### config.mk
export PLATFORM = sky130hd
export DESIGN_NAME = multicycle_control_fsm
export DESIGN_NICKNAME = d
export VERILOG_FILES = /design/src/rtl/multicycle_control_fsm.sv
export SDC_FILE = /design/constraint.sdc
export NUM_CORES = 1
export LEC_CHECK = 0
export BUFFER_PORTS_ARGS = -buffer_cell sky130_fd_sc_hd__buf_2
export CORE_MARGIN = 2
export CORE_UTILIZATION = 47
export CTS_CLUSTER_DIAMETER = 200
export DETAILED_ROUTE_END_ITERATION = 8
export GPL_ROUTABILITY_DRIVEN = 0
export PLACE_DENSITY = 0.93
export SYNTH_ARGS = -nofsm -noshare
export SYNTH_HDL_FRONTEND = slang
export SYNTH_SLANG_ARGS = --single-unit
### constraint.sdc
create_clock -name clk -period 2.3 [get_ports clk]
set_input_delay 0.115 -clock clk [delete_from_list [all_inputs] [get_ports clk]]
set_output_delay 0.115 -clock clk [all_outputs]
set_load 0.02 [all_outputs]
### src/rtl/multicycle_control_fsm.sv
// Main control FSM for a multicycle RV32I datapath: Moore state machine producing
// datapath selects and write enables, plus the branch-taken and immediate-format decode.
module multicycle_control_fsm (
    input  logic       clk,
    input  logic       reset,
    input  logic [6:0] op,
    input  logic [2:0] funct3,
    input  logic       Zero,
    input  logic       ALUb31,
    input  logic       Cout,
    output logic       PCWrite,
    output logic       IRWrite,
    output logic       MemWrite,
    output logic       RegWrite,
    output logic       AdrSrc,
    output logic [1:0] ResultSrc,
    output logic [1:0] ALUSrcA,
    output logic [1:0] ALUSrcB,
    output logic [1:0] ALUOp,
    output logic       JALR_LSB,
    output logic [2:0] ImmSrc,
    output logic [3:0] state
);

    localparam logic [6:0] OP_LOAD   = 7'b0000011;
    localparam logic [6:0] OP_STORE  = 7'b0100011;
    localparam logic [6:0] OP_RTYPE  = 7'b0110011;
    localparam logic [6:0] OP_ITYPE  = 7'b0010011;
    localparam logic [6:0] OP_JAL    = 7'b1101111;
    localparam logic [6:0] OP_JALR   = 7'b1100111;
    localparam logic [6:0] OP_BRANCH = 7'b1100011;
    localparam logic [6:0] OP_LUI    = 7'b0110111;
    localparam logic [6:0] OP_AUIPC  = 7'b0010111;

    typedef enum logic [3:0] {
        S_FETCH    = 4'd0,
        S_DECODE   = 4'd1,
        S_MEMADR   = 4'd2,
        S_MEMREAD  = 4'd3,
        S_MEMWB    = 4'd4,
        S_MEMWRITE = 4'd5,
        S_EXECUTER = 4'd6,
        S_ALUWB    = 4'd7,
        S_EXECUTEI = 4'd8,
        S_JAL      = 4'd9,
        S_BRANCH   = 4'd10,
        S_JALR     = 4'd11,
        S_LUI      = 4'd12,
        S_AUIPC    = 4'd13,
        S_JALRADR  = 4'd14
    } state_t;

    state_t state_q, state_d;
    logic   pc_update, branch, taken;
    logic   ir_write_raw, mem_write_raw, reg_write_raw;

    // NOTE: sequential state uses non-blocking assignment so every flop samples pre-edge values.
    always_ff @(posedge clk or posedge reset) begin
        if (reset) state_q <= S_FETCH;
        else       state_q <= state_d;
    end

    // NOTE: every output gets a default first, so no path through the case can infer a latch.
    always_comb begin
        state_d       = S_FETCH;
        pc_update     = 1'b0;
        branch        = 1'b0;
        ir_write_raw  = 1'b0;
        mem_write_raw = 1'b0;
        reg_write_raw = 1'b0;
        AdrSrc        = 1'b0;
        ResultSrc     = 2'b00;
        ALUSrcA       = 2'b00;
        ALUSrcB       = 2'b00;
        ALUOp         = 2'b00;
        JALR_LSB      = 1'b0;
        case (state_q)
            S_FETCH: begin
                ir_write_raw = 1'b1;
                pc_update    = 1'b1;
                ALUSrcB      = 2'b10;
                ResultSrc    = 2'b10;
                state_d      = S_DECODE;
            end
            S_DECODE: begin
                ALUSrcA = 2'b01;
                ALUSrcB = 2'b01;
                case (op)
                    OP_LOAD, OP_STORE: state_d = S_MEMADR;
                    OP_RTYPE:          state_d = S_EXECUTER;
                    OP_ITYPE:          state_d = S_EXECUTEI;
                    OP_JAL:            state_d = S_JAL;
                    OP_JALR:           state_d = S_JALRADR;
                    OP_BRANCH:         state_d = S_BRANCH;
                    OP_LUI:            state_d = S_LUI;
                    OP_AUIPC:          state_d = S_AUIPC;
                    default:           state_d = S_FETCH;
                endcase
            end
            S_MEMADR: begin
                ALUSrcA = 2'b10;
                ALUSrcB = 2'b01;
                state_d = op[5] ? S_MEMWRITE : S_MEMREAD;
            end
            S_MEMREAD: begin
                AdrSrc  = 1'b1;
                state_d = S_MEMWB;
            end
            S_MEMWB: begin
                ResultSrc     = 2'b01;
                reg_write_raw = 1'b1;
            end
            S_MEMWRITE: begin
                AdrSrc        = 1'b1;
                mem_write_raw = 1'b1;
            end
            S_EXECUTER: begin
                ALUSrcA = 2'b10;
                ALUOp   = 2'b10;
                state_d = S_ALUWB;
            end
            S_EXECUTEI: begin
                ALUSrcA = 2'b10;
                ALUSrcB = 2'b01;
                ALUOp   = 2'b10;
                state_d = S_ALUWB;
            end
            S_ALUWB: reg_write_raw = 1'b1;
            S_JAL, S_JALR: begin
                ALUSrcA   = 2'b01;
                ALUSrcB   = 2'b10;
                pc_update = 1'b1;
                state_d   = S_ALUWB;
            end
            S_JALRADR: begin
                ALUSrcA  = 2'b10;
                ALUSrcB  = 2'b01;
                JALR_LSB = 1'b1;
                state_d  = S_JALR;
            end
            S_LUI: begin
                ALUSrcB = 2'b01;
                ALUOp   = 2'b11;
                state_d = S_ALUWB;
            end
            S_AUIPC: begin
                ALUSrcA = 2'b01;
                ALUSrcB = 2'b01;
                state_d = S_ALUWB;
            end
            S_BRANCH: begin
                ALUSrcA = 2'b10;
                ALUOp   = 2'b01;
                branch  = 1'b1;
            end
            default: state_d = S_FETCH;
        endcase
    end

    always_comb begin
        case (funct3)
            3'b000:  taken = Zero;
            3'b001:  taken = !Zero;
            3'b100:  taken = ALUb31;
            3'b101:  taken = !ALUb31;
            3'b110:  taken = !Cout;
            3'b111:  taken = Cout;
            default: taken = 1'b0;
        endcase
    end

    always_comb begin
        case (op)
            OP_STORE:        ImmSrc = 3'b001;
            OP_BRANCH:       ImmSrc = 3'b010;
            OP_JAL:          ImmSrc = 3'b011;
            OP_LUI, OP_AUIPC: ImmSrc = 3'b100;
            default:         ImmSrc = 3'b000;
        endcase
    end

    // Enables are held off for the whole reset pulse, not just until the state flop clears.
    assign PCWrite  = !reset && (pc_update || (branch && taken));
    assign IRWrite  = !reset && ir_write_raw;
    assign MemWrite = !reset && mem_write_raw;
    assign RegWrite = !reset && reg_write_raw;
    assign state    = state_q;

endmodule

* Word level (Yosys, flattened, before mapping)
Index checks and enable logic that the tools add are counted.
W data, S select, Z words.
** Storage, ports and cells
- RAM bits :: 0
- Output and inout bits :: 21
- Input bits :: 15
- Latch bits :: 0
- Bits in read-only memories :: 0
- Memories :: 0
- Flip-flop bits (word level) :: 4
** Operators by class
- Div/mod/pow operators :: 0
- Equality and inequality tests :: 28
- Add/sub/neg operators :: 0
- Reductions and logical operators :: 22
- Bitwise operators :: 0
- Magnitude comparators :: 0
- Shift-type cells :: 0
- Muxes and demuxes :: 16
- $mul :: 0
** Operators with widths (count)
- $pmux W4 S8 :: 1
- $eq A4 B4 Y1 const B :: 7
- $pmux W4 S6 :: 1
- $eq A7 B6 Y1 const B :: 3
- $eq A7 B7 Y1 const B :: 3
- $eq A4 B3 Y1 const B :: 4
- $eq A7 B5 Y1 const B :: 2
- $eq A3 B3 Y1 const B :: 4
- $pmux W2 S2 :: 3
- $pmux W3 S4 :: 1
- $reduce_or A6 Y1 :: 2
- $reduce_or A2 Y1 :: 5
- $eq A4 B2 Y1 const B :: 2
- $eq A7 B2 Y1 const B :: 1
- $mux W1 :: 7
- $pmux W1 S6 :: 1
- $pmux W2 S3 :: 1
- $logic_and A1 B1 Y1 :: 5
- $reduce_or A5 Y1 :: 1
- $eq A4 B1 Y1 const B :: 1
- $logic_not A1 Y1 :: 4
- $logic_not A4 Y1 :: 1
- $reduce_or A4 Y1 :: 1
- $eq A3 B1 Y1 const B :: 1
- other kinds (4) :: 4

* Logic depth before layout (Yosys ltp)
- Word-level depth :: 5
- Mapped depth :: 5
- Mapped depth without buffers :: 4

* Least setup slack after synthesis
No wires, ideal clock.
- Kind :: in2out
- Start point :: input op[3]
- End point :: output ImmSrc[0]
- Arrival :: 1804 ps
- Setup slack :: 381 ps
- Buffers on the path :: 1
- Stages on the path :: 3
- Path through :: clkbuf_1 or3_1 a2111oi_0
** On the way
- Cells in the longest elaborated chain, start to end :: 3
- Elaborated cells between the ends (all ways) :: 7
** Ends and longest elaborated chain
- from (decl) :: RTL line 6 : input logic [6:0] op,
- $eq A7 B5 Y1 / $eq A7 B6 Y1 (equally long branches) :: RTL line 173 : case (op)
- $reduce_or A2 Y1 :: RTL line 173
- $pmux W3 S4 (*) :: RTL line 173
- to (decl) :: RTL line 21 : output logic [2:0] ImmSrc,
Every way passes the cells marked *; elsewhere a longest branch is shown, timed or not.

* Worst setup path in the final report
- Start point :: register state_q[1] (netlist: state[1])
- End point :: register state_q[0] (netlist: state[0])
** On the way
- Cells in the longest elaborated chain, start to end :: 3
- Elaborated cells between the ends (all ways) :: 13
** Ends and longest elaborated chain
- from (decl) :: RTL line 53 : state_t state_q, state_d;
- from (signal assigned) :: RTL line 60 : else state_q <= state_d;
- $eq A4 B4 Y1 / $eq A4 B3 Y1 (equally long branches) :: RTL line 77 : case (state_q)
- $reduce_or A6 Y1 (no line)
- $pmux W4 S6 (*) :: RTL line 77
- net state_d[0] :: RTL line 53
Mark *: on every way through the listed nets, which the timed path passes. The rest lies on a longest branch.

==> impl_metrics.py <==
metrics = {
    "global_routing": {
        "grt_antenna_before_repair": 0,
        "grt_pass1_vias": 734,
        "grt_overflow": 0,
        "grt_pass1_wl_um": 2950,
        "grt_max_degree": 20,
        "grt_usage": 0.215,
    },
    "critical_path": {
        "cp_max_fo": 13,
        "cp_num_buf_inv": 0,
        "cp.required_ns": 2.48,
        "cp_data_arrival_time_ns": 1.94,
        "max_stage_delay_ns": 0.49,
        "worstSetupEndpointType": "flip-flop",
        "reg2regPathDepth": 4,
        "reg2reg_from": "state[1]",
        "rr_endpoint": "state[0]",
        "startpoint_type": "flip-flop",
        "crit_chain": "nand2b_1 > or4_4 > o311a_1 > a21oi_2",
        "crit_family": "simple AND/OR/NAND/NOR gates",
        "ff2ff_setup_slack_ns": 0.54,
        "crit_slowest_cell": "dfrtp_1",
        "criticalPathCategory": "flip-flop to flip-flop",
    },
    "floorplanning": {
        "pin_count": 36,
        "rows": 13,
        "die_x_um": 41.7,
        "core_mm2": 0.00132,
        "initial_core_util": 0.507,
        "die_h_um": 41.7,
        "die-area_mm2": 0.00174,
    },
    "clocking": {
        "cts_tree": "built",
        "post_cts_buffers": 0,
        "clockBufferDepth": 2,
        "clock-root-buffer": "clkbuf_4",
        "clk_latency_ns": 0.25,
        "clk_pin_slew_worst_paths_ns": 0.04,
        "numCtsBuffers": 3,
        "cts_sinks": 4,
        "post_cts_resized": 0,
        "postCtsHoldBufs": 1,
        "cts.htree.levels": 1,
    },
    "yosys": {
        "synth_cells": 102,
        "synth_seq_cells": 4,
        "synth-edff-count": 0,
        "synthesis.nets": 117,
        "netlist_area_um2": 668,
        "synth_flop_cell": "dfrtp_1",
        "synth-async-reset-ratio": 1.00,
        "yosys_warnings": 0,
        "yosysUniqueCellTypes": 38,
        "syn_area_per_cell_um2": 6.55,
        "synth_seq_area_share": 0.150,
    },
    "min_path": {
        "min_to": "state[1]",
        "worstHoldStart": "op[3]",
        "holdPathStages": 2,
        "hold_path_class": "primary input to flip-flop",
    },
    "flow_run": {
        "cap_violations": 0,
    },
    "finish": {
        "syn_to_final_growth_pct": 28.1,
        "seq_area_um2": 100,
        "largest_register_ffs": 4,
        "fill_cells": 112,
        "multi_input_area_um2": 495,
        "layout_common_cells": "buf_2, nor2_1, a21oi_1, nand2_1, inv_1",
        "n_antenna_cell": 0,
        "nets": 150,
        "layout-drive-gt1-share": 0.338,
        "final_common_cell": "buf_2",
    },
    "detailed_routing": {
        "wl_um": 1810,
        "antenna_left": 0,
        "wire_per_inst_um": 12.2,
        "vias": 866,
        "first_pass_iters": 4,
        "drtIter0Drc": 36,
        "route.detailed.drc": 0,
        "via_per_inst": 5.85,
    },
    "placement": {
        "io_buffers": 35,
        "place_hpwl_um": 1380,
    },
    "pwr": {
        "p_per_area_mw_per_mm2": 392,
        "max-vdd-ir-drop_v": 0.000214,
        "combPwrFrac": 0.468,
        "p_switching_uw": 141,
        "pwr-share-clk": 0.275,
        "sequentialPowerShare": 0.257,
        "p_sw_frac": 0.419,
        "power_leakage_uw": 0.000419,
        "internal_power_uw": 195,
    },
    "sta": {
        "timing.hold.ws_ns": 0.269,
        "tightest_slew_ns": 0.481,
        "fin_crit_ns": 1.76,
        "rsz0062_at_grt": "false",
        "period_share": 0.765,
        "fin_skew_ns": 0.00506,
        "fmaxAchievable_mhz": 568,
        "drv_slew": 0,
        "max_slew_margin": 0.679,
        "tns_ns": 0,
        "setup_viol": 0,
        "hold_viol_final": 0,
    },
    "outcome": {
        "outcome": "completed",
    },
}
-- final cells by class --
type                            count  area share
Clock buffer                        3      0.0263
Inverter                            7      0.0307
Multi-Input combinational cell     82       0.579
Sequential cell                     4       0.117
Tap cell                           15      0.0219
Timing Repair Buffer               37       0.225
-- cell families after synthesis --
group | synth area share
and+or+nand+nor | 0.384
buffers and inverters | 0.109
DFF | 0.150
AOI/OAI and AO/OA | 0.277
muxes | 0.0150
xor gates and xnor gates | 0.0656
-- power groups by stage --
stage | registers (uW) | clock network, uW | logic [uW]
2_1_floorplan | 84.1 | 0 | 111
3_3_place_gp | 86.0 | 0 | 152
3_5_place_dp | 87.0 | 0 | 155
4_1_cts | 86.0 | 93.4 | 157
5_1_grt | 87.6 | 99.0 | 171
6_report | 86.4 | 92.2 | 157
-- per-stage QoR --
stage / utilization / cell area [um2] / cells / setup WS [ns] / power [uW]
final: 0.650 / 856 / 148 / 0.540 / 336
after global routing: 0.650 / 856 / 148 / 0.440 / 357
after CTS: 0.650 / 856 / 148 / 0.558 / 336
after detailed placement: 0.625 / 823 / 144 / 0.575 / 242
after global placement: 0.625 / 823 / 144 / 0.606 / 238
after floorplan: - / 668 / 102 / 0.381 / 195
-- worst max-delay path by stage --
stage               cells past startpoint  slack [ns]         to     start
finish                                  4        0.54   state[0]  state[1]
floorplan                               3        0.38  ImmSrc[0]     op[3]
detailed placement                      4        0.57   state[0]  state[1]
global route                            4        0.44    PCWrite  state[1]
CTS                                     4        0.56   state[0]  state[1]
global placement                        4        0.61   state[0]  state[1]
-- Yosys cell counts, types with 2 or more instances --
library cell  number  area, um2
nor2_1            15       56.3
nand3b_1           2       15.0
nor3_1             4       20.0
nor2b_1            2       12.5
o21ai_0            5       25.0
dfrtp_1            4        100
nand3_1            2       10.0
or3b_2             2       17.5
xor2_1             3       26.3
clkbuf_1           6       22.5
o311ai_0           2       17.5
o31a_1             2       17.5
nand2b_1           5       31.3
nand2_1            8       30.0
a21oi_1           10       50.1
xnor2_1            2       17.5
inv_1              7       26.3
-- worst reg2reg max path, stage by stage (launching register included) --
cell and delay [ns]:
dfrtp_1 0.49, nand2b_1 0.23, or4_4 0.47, o311a_1 0.37, a21oi_2 0.14
-- per-layer routing --
layer	track usage	vias up	share of wire
li1	-	425	-
met1	0.259	398	0.42
met2	0.334	37	0.49
met3	0.0783	6	0.073
met4	0.103	0	0.018
met5	0	-	0
Note: power is estimated with default switching activity, not from simulation.
